<file path="src/rtl/dp_ctxt_split_sched.sv">
// Arbitrates the split-banked ciphertext URAM store between a load requester
// and a stream requester, drives the store controls and tracks loaded splits.
module dp_ctxt_split_sched #(
  parameter int unsigned ADDR_WIDTH = 12,
  parameter int unsigned NUM_SPLIT  = 4,
  parameter int unsigned SPLIT_W    = 2,
  parameter int unsigned RD_LEN     = 4096,
  parameter int unsigned URAM_DELAY = 3
) (
  input  logic                  clk,
  input  logic                  rst,
  input  logic                  i_wr_req,
  input  logic [SPLIT_W-1:0]    i_wr_split,
  output logic                  o_wr_gnt,
  output logic                  o_wr_done,
  input  logic                  i_rd_req,
  input  logic [SPLIT_W-1:0]    i_rd_split,
  output logic                  o_rd_gnt,
  output logic                  o_rd_err,
  output logic                  o_rd_done,
  input  logic                  i_invalidate,
  output logic [SPLIT_W-1:0]    o_idx_split,
  output logic                  o_wruram_start,
  input  logic                  i_wruram_done,
  output logic [NUM_SPLIT-1:0]  o_uram_mem_en,
  output logic [NUM_SPLIT-1:0]  o_uram_we,
  output logic [ADDR_WIDTH-1:0] o_uram_rdaddr,
  output logic                  o_rd_valid,
  output logic [NUM_SPLIT-1:0]  o_split_loaded
);

  localparam int unsigned CNT_W = ADDR_WIDTH + 1;
  localparam int unsigned DRN_W = $clog2(URAM_DELAY + 1);

  typedef enum logic [2:0] {
    ST_IDLE,
    ST_WR_LAUNCH,
    ST_WR_BUSY,
    ST_RD_BUSY,
    ST_RD_DRAIN
  } state_e;

  state_e                  state_q, state_d;
  logic                    wr_gnt_q, wr_gnt_d;
  logic                    wr_done_q, wr_done_d;
  logic                    rd_gnt_q, rd_gnt_d;
  logic                    rd_err_q, rd_err_d;
  logic                    rd_done_q, rd_done_d;
  logic [SPLIT_W-1:0]      idx_q, idx_d;
  logic                    wr_start_q, wr_start_d;
  logic [NUM_SPLIT-1:0]    mem_en_q, mem_en_d;
  logic [NUM_SPLIT-1:0]    we_q, we_d;
  logic [ADDR_WIDTH-1:0]   rdaddr_q, rdaddr_d;
  logic [URAM_DELAY-1:0]   vld_q, vld_d;
  logic [NUM_SPLIT-1:0]    loaded_q, loaded_d;
  logic                    issue_q, issue_d;
  logic [CNT_W-1:0]        cnt_q, cnt_d;
  logic [DRN_W-1:0]        drn_q, drn_d;
  logic                    last_wr_q, last_wr_d;

  logic [NUM_SPLIT-1:0]    split_oh;
  logic                    serve_wr;
  logic                    serve_rd;

  assign split_oh = NUM_SPLIT'(1) << idx_q;
  // On contention the requester type that did not win last is served.
  assign serve_wr = i_wr_req & (~i_rd_req | ~last_wr_q);
  assign serve_rd = i_rd_req & ~serve_wr;

  always_comb begin
    state_d    = state_q;
    wr_gnt_d   = 1'b0;
    wr_done_d  = 1'b0;
    rd_gnt_d   = 1'b0;
    rd_err_d   = 1'b0;
    rd_done_d  = 1'b0;
    idx_d      = idx_q;
    wr_start_d = 1'b0;
    mem_en_d   = '0;
    we_d       = '0;
    rdaddr_d   = rdaddr_q;
    issue_d    = 1'b0;
    cnt_d      = cnt_q;
    drn_d      = drn_q;
    last_wr_d  = last_wr_q;
    loaded_d   = i_invalidate ? '0 : loaded_q;

    vld_d[0] = issue_q;
    for (int unsigned i = 1; i < URAM_DELAY; i++) begin
      vld_d[i] = vld_q[i-1];
    end

    unique case (state_q)
      ST_IDLE: begin
        if (serve_wr) begin
          wr_gnt_d  = 1'b1;
          idx_d     = i_wr_split;
          last_wr_d = 1'b1;
          state_d   = ST_WR_LAUNCH;
        end else if (serve_rd) begin
          rd_gnt_d  = 1'b1;
          idx_d     = i_rd_split;
          last_wr_d = 1'b0;
          if (loaded_q[i_rd_split]) begin
            cnt_d   = '0;
            state_d = ST_RD_BUSY;
          end else begin
            rd_err_d = 1'b1;
          end
        end
      end
      ST_WR_LAUNCH: begin
        wr_start_d = 1'b1;
        mem_en_d   = split_oh;
        we_d       = split_oh;
        state_d    = ST_WR_BUSY;
      end
      ST_WR_BUSY: begin
        mem_en_d = split_oh;
        we_d     = split_oh;
        // Done is still high while the start pulse is on the wire; ignore it then.
        if (i_wruram_done && !wr_start_q) begin
          mem_en_d  = '0;
          we_d      = '0;
          wr_done_d = 1'b1;
          loaded_d  = loaded_d | split_oh;
          state_d   = ST_IDLE;
        end
      end
      ST_RD_BUSY: begin
        mem_en_d = split_oh;
        rdaddr_d = cnt_q[ADDR_WIDTH-1:0];
        issue_d  = 1'b1;
        cnt_d    = cnt_q + CNT_W'(1);
        if (cnt_q == CNT_W'(RD_LEN - 1)) begin
          drn_d   = '0;
          state_d = ST_RD_DRAIN;
        end
      end
      ST_RD_DRAIN: begin
        if (drn_q == DRN_W'(URAM_DELAY)) begin
          rd_done_d = 1'b1;
          state_d   = ST_IDLE;
        end else begin
          mem_en_d = split_oh;
          drn_d    = drn_q + DRN_W'(1);
        end
      end
      default: state_d = ST_IDLE;
    endcase
  end

  always_ff @(posedge clk) begin
    if (rst) begin
      state_q    <= ST_IDLE;
      wr_gnt_q   <= 1'b0;
      wr_done_q  <= 1'b0;
      rd_gnt_q   <= 1'b0;
      rd_err_q   <= 1'b0;
      rd_done_q  <= 1'b0;
      idx_q      <= '0;
      wr_start_q <= 1'b0;
      mem_en_q   <= '0;
      we_q       <= '0;
      rdaddr_q   <= '0;
      vld_q      <= '0;
      loaded_q   <= '0;
      issue_q    <= 1'b0;
      cnt_q      <= '0;
      drn_q      <= '0;
      last_wr_q  <= 1'b0;
    end else begin
      state_q    <= state_d;
      wr_gnt_q   <= wr_gnt_d;
      wr_done_q  <= wr_done_d;
      rd_gnt_q   <= rd_gnt_d;
      rd_err_q   <= rd_err_d;
      rd_done_q  <= rd_done_d;
      idx_q      <= idx_d;
      wr_start_q <= wr_start_d;
      mem_en_q   <= mem_en_d;
      we_q       <= we_d;
      rdaddr_q   <= rdaddr_d;
      vld_q      <= vld_d;
      loaded_q   <= loaded_d;
      issue_q    <= issue_d;
      cnt_q      <= cnt_d;
      drn_q      <= drn_d;
      last_wr_q  <= last_wr_d;
    end
  end

  assign o_wr_gnt       = wr_gnt_q;
  assign o_wr_done      = wr_done_q;
  assign o_rd_gnt       = rd_gnt_q;
  assign o_rd_err       = rd_err_q;
  assign o_rd_done      = rd_done_q;
  assign o_idx_split    = idx_q;
  assign o_wruram_start = wr_start_q;
  assign o_uram_mem_en  = mem_en_q;
  assign o_uram_we      = we_q;
  assign o_uram_rdaddr  = rdaddr_q;
  assign o_rd_valid     = vld_q[URAM_DELAY-1];
  assign o_split_loaded = loaded_q;

endmodule

</file>
<file path="config.mk">
export PLATFORM = sky130hd
export DESIGN_NAME = dp_ctxt_split_sched
export DESIGN_NICKNAME = d
export VERILOG_FILES = /design/src/rtl/dp_ctxt_split_sched.sv
export SDC_FILE = /design/constraint.sdc
export NUM_CORES = 1
export LEC_CHECK = 0
export CORE_ASPECT_RATIO = 0.75
export CORE_MARGIN = 1.5
export CORE_UTILIZATION = 51
export DETAILED_ROUTE_END_ITERATION = 10
export PLACE_DENSITY = 0.78
export SYNTH_ARGS = -nofsm -noshare
export SYNTH_HDL_FRONTEND = slang
export SYNTH_SLANG_ARGS = --single-unit
</file>
<file path="constraint.sdc">
create_clock -name clk -period 2.1 [get_ports clk]
set_input_delay 0.525 -clock clk [delete_from_list [all_inputs] [get_ports clk]]
set_output_delay 0.525 -clock clk [all_outputs]
set_load 0.03 [all_outputs]
</file>
==> impl_results.html <==
<table>
<tr><th>Metric</th><th>Value</th></tr>
<tr><th colspan="2">Setup path</th></tr>
<tr><td>Critical register-to-register path endpoint</td><td>cnt_q[11]</td></tr>
<tr><td>CP startpoint</td><td>i_rd_split[0]</td></tr>
<tr><td>Worst Setup End Kind</td><td>flip-flop</td></tr>
<tr><td>Reg-to-reg setup timing slack</td><td>0.28 ns</td></tr>
<tr><td>Critical R2R Launch</td><td>state_q[0]</td></tr>
<tr><td>Critical path launch point type</td><td>primary input</td></tr>
<tr><td>Worst endpoint data arrival time</td><td>2.25 ns</td></tr>
<tr><td>Top fanout value on the critical path</td><td>20</td></tr>
<tr><td>Worst path required time</td><td>2.34 ns</td></tr>
<tr><td>Cell depth of the worst flop-to-flop path</td><td>4</td></tr>
<tr><td>Setup Crit Path Kind</td><td>in2reg</td></tr>
<tr><th colspan="2">Logic synthesis</th></tr>
<tr><td>Post-Syn Instances</td><td>253</td></tr>
<tr><td>Post-synth EDFFs</td><td>0</td></tr>
<tr><td>Synth Warn #</td><td>0</td></tr>
<tr><td>Most used standard cell by instance count after synthesis</td><td>sky130_fd_sc_hd__dfxtp_1</td></tr>
<tr><td>Synthesized area divided by synthesized cell count</td><td>9.08 um^2</td></tr>
<tr><td>Post-synth top cells</td><td>55 x sky130_fd_sc_hd__dfxtp_1, 33 x sky130_fd_sc_hd__nand2_1, 27 x sky130_fd_sc_hd__a21oi_1</td></tr>
<tr><td>Number of synthesized register bits</td><td>55</td></tr>
<tr><td>Fraction of registers with async set/reset</td><td>0%</td></tr>
<tr><td>Largest cells by area after synthesis</td><td>sky130_fd_sc_hd__dfxtp_1 48%, sky130_fd_sc_hd__a21oi_1 5.9%, sky130_fd_sc_hd__nand2_1 5.4%</td></tr>
<tr><td>Number of distinct library cells after synthesis</td><td>46</td></tr>
<tr><td>Prevailing post-synth register cell</td><td>sky130_fd_sc_hd__dfxtp_1</td></tr>
<tr><td>Post-synth design cell area</td><td>2300 um^2</td></tr>
<tr><td>Post-synth top area share</td><td>47.9%</td></tr>
<tr><td>Library cell occupying the most area in the post-synthesis netlist</td><td>sky130_fd_sc_hd__dfxtp_1</td></tr>
<tr><td>Share of the yosys chip area belonging to registers</td><td>47.9%</td></tr>
<tr><td>Synthesized Nets</td><td>265</td></tr>
<tr><th colspan="2">Place</th></tr>
<tr><td>Placed Cells incl. Taps</td><td>348</td></tr>
<tr><td>Routability congestion estimate</td><td>~0.77</td></tr>
<tr><td>Count of buffers inserted at the top-level ports</td><td>42</td></tr>
<tr><td>Post-detail-place hpwl</td><td>3630 um</td></tr>
<tr><th colspan="2">Cells and area</th></tr>
<tr><td>Area Growth Syn to Fin</td><td>26.6%</td></tr>
<tr><td>Count of inserted antenna diode cells</td><td>0</td></tr>
<tr><td>Number of filler instances in the final layout</td><td>327</td></tr>
<tr><td>Final cell count without fillers</td><td>356</td></tr>
<tr><td>Area of the multi-input gates</td><td>between 1000 and 1500 um^2</td></tr>
<tr><td>Proportion of layout cells with a drive suffix above 1</td><td>roughly 11%</td></tr>
<tr><td>Count of nets after finishing</td><td>312</td></tr>
<tr><td>Area occupied by registers</td><td>1100 um^2</td></tr>
<tr><th colspan="2">Floorplanning</th></tr>
<tr><td>Num rows</td><td>20</td></tr>
<tr><td>Die area</td><td>4920 um^2</td></tr>
<tr><td>Standard cell core area</td><td>4180 um^2</td></tr>
<tr><td>Die span in x</td><td>80.5 um</td></tr>
<tr><td>Die height</td><td>61.1 um</td></tr>
<tr><td>Total I/O pin count</td><td>43</td></tr>
<tr><td>Starting density of the core</td><td>about 55%</td></tr>
<tr><th colspan="2">Timing</th></tr>
<tr><td>Worst slew margin relative to its limit</td><td>67.5%</td></tr>
<tr><td>Count of endpoints failing hold in the final timing report</td><td>0</td></tr>
<tr><td>Sum of negative setup slack</td><td>0 ns</td></tr>
<tr><td>Count of pins over their slew limit</td><td>0</td></tr>
<tr><td>Final worst hold slack</td><td>0.445 ns</td></tr>
<tr><td>Highest clock frequency the design can meet</td><td>497 MHz</td></tr>
<tr><td>Fraction of the cycle the final worst path needs</td><td>95.7%</td></tr>
<tr><td>Shortest clock period the worst path allows after layout</td><td>roughly 2.0 ns</td></tr>
<tr><td>Setup violations, final</td><td>0</td></tr>
<tr><td>Setup clock skew after layout</td><td>0.00491 ns</td></tr>
<tr><td>Setup repair after global routing missed its margin</td><td>no</td></tr>
<tr><td>Slew @ Worst Pin</td><td>0.487 ns</td></tr>
<tr><th colspan="2">Power</th></tr>
<tr><td>Sequential Power Share</td><td>50.3%</td></tr>
<tr><td>Max rail drop VDD</td><td>0.000463 V</td></tr>
<tr><td>Final Power</td><td>0.00225 W</td></tr>
<tr><td>Internal Pwr Total</td><td>0.00158 W</td></tr>
<tr><td>Clock Power Share</td><td>28.0%</td></tr>
<tr><td>Net switching power of the design</td><td>0.000677 W</td></tr>
<tr><td>Combinational group share of total power</td><td>21.7%</td></tr>
<tr><td>Switching share of power</td><td>30.0%</td></tr>
<tr><td>Power density cells</td><td>approximately 770 nW/um^2</td></tr>
<tr><td>Leak Pwr</td><td>between 1 and 1.5 nW</td></tr>
<tr><th colspan="2">Detailed routing</th></tr>
<tr><td>Initial DRC Count</td><td>79</td></tr>
<tr><td>DRT antenna net count</td><td>0</td></tr>
<tr><td>Drt first pass iters</td><td>4</td></tr>
<tr><td>Total Routed Length</td><td>about 5200 um</td></tr>
<tr><td>Detail-routed net length per standard cell</td><td>about 15 um</td></tr>
<tr><td>Avg Vias per Cell</td><td>approximately 5.6</td></tr>
<tr><td>Total via count after detailed routing</td><td>between 2000 and 2500</td></tr>
<tr><td>DRC violation count after routing</td><td>0</td></tr>
<tr><th colspan="2">Global routing</th></tr>
<tr><td>Pin count of the biggest net entering global routing</td><td>21</td></tr>
<tr><td>Total grt overflow</td><td>0</td></tr>
<tr><td>GRT Overall Usage</td><td>between 20% and 30%</td></tr>
<tr><td>First-pass GRT wire length</td><td>8370 um</td></tr>
<tr><td>Vias in the first global route</td><td>~1800</td></tr>
<tr><td>Number of antenna violations at the first check in global routing</td><td>0</td></tr>
<tr><th colspan="2">Clocking</th></tr>
<tr><td>CTS sink cnt</td><td>between 50 and 60</td></tr>
<tr><td>Resized cells post-CTS</td><td>0</td></tr>
<tr><td># hold bufs at CTS</td><td>0</td></tr>
<tr><td>Root buf cell</td><td>sky130_fd_sc_hd__clkbuf_8</td></tr>
<tr><td>Worst-skew pair later-pin latency</td><td>0.31 ns</td></tr>
<tr><td>Number of setup buffers added after CTS</td><td>0</td></tr>
<tr><td>Max clock buf depth</td><td>2</td></tr>
<tr><td>TritonCTS clock tree</td><td>built</td></tr>
<tr><td>H-tree Lvls</td><td>2</td></tr>
<tr><td>Reg clk slew, reported paths</td><td>roughly 0.09 ns</td></tr>
<tr><td>Number of buffers inserted during clock tree synthesis</td><td>5</td></tr>
<tr><th colspan="2">Min path</th></tr>
<tr><td>Path type of the worst min-delay path</td><td>reg2reg</td></tr>
<tr><td>Hold Path End</td><td>vld_q[2]</td></tr>
<tr><td>Hold Path Origin</td><td>vld_q[1]</td></tr>
<tr><td>Instance count along the most critical hold path</td><td>1</td></tr>
<tr><th colspan="2">Run</th></tr>
<tr><td>Max-cap violations</td><td>0</td></tr>
<tr><th colspan="2">Run status</th></tr>
<tr><td>Result of the run</td><td>finished clean</td></tr>
</table>
[area by class of cell]
cell class                      count  area share (%)
Tap cell                           55            2.37
Clock buffer                        8            3.44
Sequential cell                    55            37.8
Inverter                            5           0.645
Multi-Input combinational cell    174            36.3
Timing Repair Buffer               59            19.4
[cells by family after synthesis]
| family | Yosys count | share of synthesized area, % |
|---|---|---|
| and+or+nand+nor | 110 | 26.0 |
| AOI/OAI and AO/OA | 59 | 16.9 |
| DFF | 55 | 47.9 |
| muxes | 3 | 1.85 |
| adders and majority gates | 2 | 1.09 |
| buffers and inverters | 24 | 6.21 |
[cell usage in the layout, fill, tap and decap left out, types with 2 or more instances in the layout]
cell / synthesis / routed
sky130_fd_sc_hd__a211oi_1: 4 / 4
sky130_fd_sc_hd__nand4_1: 4 / 4
sky130_fd_sc_hd__a21oi_1: 27 / 26
sky130_fd_sc_hd__and4_1: 3 / 3
sky130_fd_sc_hd__nor2b_1: 6 / 6
sky130_fd_sc_hd__ha_1: 2 / 2
sky130_fd_sc_hd__and3_1: 2 / 2
sky130_fd_sc_hd__buf_4: 3 / 16
sky130_fd_sc_hd__nor4_1: 7 / 7
sky130_fd_sc_hd__a32oi_1: 3 / 3
sky130_fd_sc_hd__clkbuf_8: 0 / 7
sky130_fd_sc_hd__nand2b_1: 9 / 9
sky130_fd_sc_hd__inv_1: 5 / 5
sky130_fd_sc_hd__dfxtp_1: 55 / 55
sky130_fd_sc_hd__a21oi_2: 1 / 2
sky130_fd_sc_hd__nor2_1: 10 / 10
sky130_fd_sc_hd__nand3_1: 7 / 7
sky130_fd_sc_hd__or3_1: 3 / 3
sky130_fd_sc_hd__clkdlybuf4s50_1: 0 / 41
sky130_fd_sc_hd__nand2_1: 33 / 33
sky130_fd_sc_hd__mux2i_1: 2 / 2
sky130_fd_sc_hd__nor3_1: 8 / 8
sky130_fd_sc_hd__nor3b_1: 2 / 2
sky130_fd_sc_hd__o21ai_0: 3 / 3
sky130_fd_sc_hd__o31ai_1: 10 / 10
sky130_fd_sc_hd__or4_1: 9 / 9
[critical path: stages]
cell and delay (ns):
sky130_fd_sc_hd__clkdlybuf4s50_1 0.44, sky130_fd_sc_hd__mux4_2 0.41, sky130_fd_sc_hd__a21oi_2 0.08, sky130_fd_sc_hd__buf_12 0.16, sky130_fd_sc_hd__or4_1 0.48, sky130_fd_sc_hd__a21oi_1 0.15
[metrics by stage]
step                cell area [um^2]  util [%]  setup slack, ns
detailed placement              2800      67.1           -0.226
floorplan                       2300         -            0.324
finish                          2910      69.6           0.0893
global placement                2800      67.1           -0.176
CTS                             2900      69.5          0.00656
global route                    2910      69.6          0.00356
[sequential cells by signal, indices dropped and copies added (netlist names), 2 cells and up]
register and flops:
drn_q 2, o_uram_mem_en 4, o_uram_rdaddr 12, o_uram_we 4, o_idx_split 2, state_q 3
cnt_q 13, o_split_loaded 4, vld_q 3
[layer usage]
layer | track usage, % | vias up | routed length (um)
met1 | 31.3 | 941 | 2610
met2 | 34.9 | 55 | 2290
met5 | 0 | - | 0
li1 | - | 1004 | -
met3 | 4.89 | 6 | 272
met4 | 8.62 | 0 | 65
[power groups by stage]
stage	Clock [W]	Sequential, W	Combinational, W
3_3_place_gp	0	0.00115	0.000470
2_1_floorplan	0	0.00120	0.000312
4_1_cts	0.000640	0.00113	0.000484
5_1_grt	0.000676	0.00114	0.000524
6_report	0.000631	0.00113	0.000488
3_5_place_dp	0	0.00116	0.000481
[worst max-delay path by stage]
stage	cells after the start	slack [ns]	to
after global placement	6	-0.18	cnt_q[10]
final	6	0.09	cnt_q[11]
after floorplan	6	0.32	cnt_q[0]
after CTS	1	0.007	o_idx_split[1]
after global routing	6	0.004	cnt_q[12]
after detailed placement	6	-0.23	cnt_q[12]
Note: power is estimated with default switching activity, not from simulation.
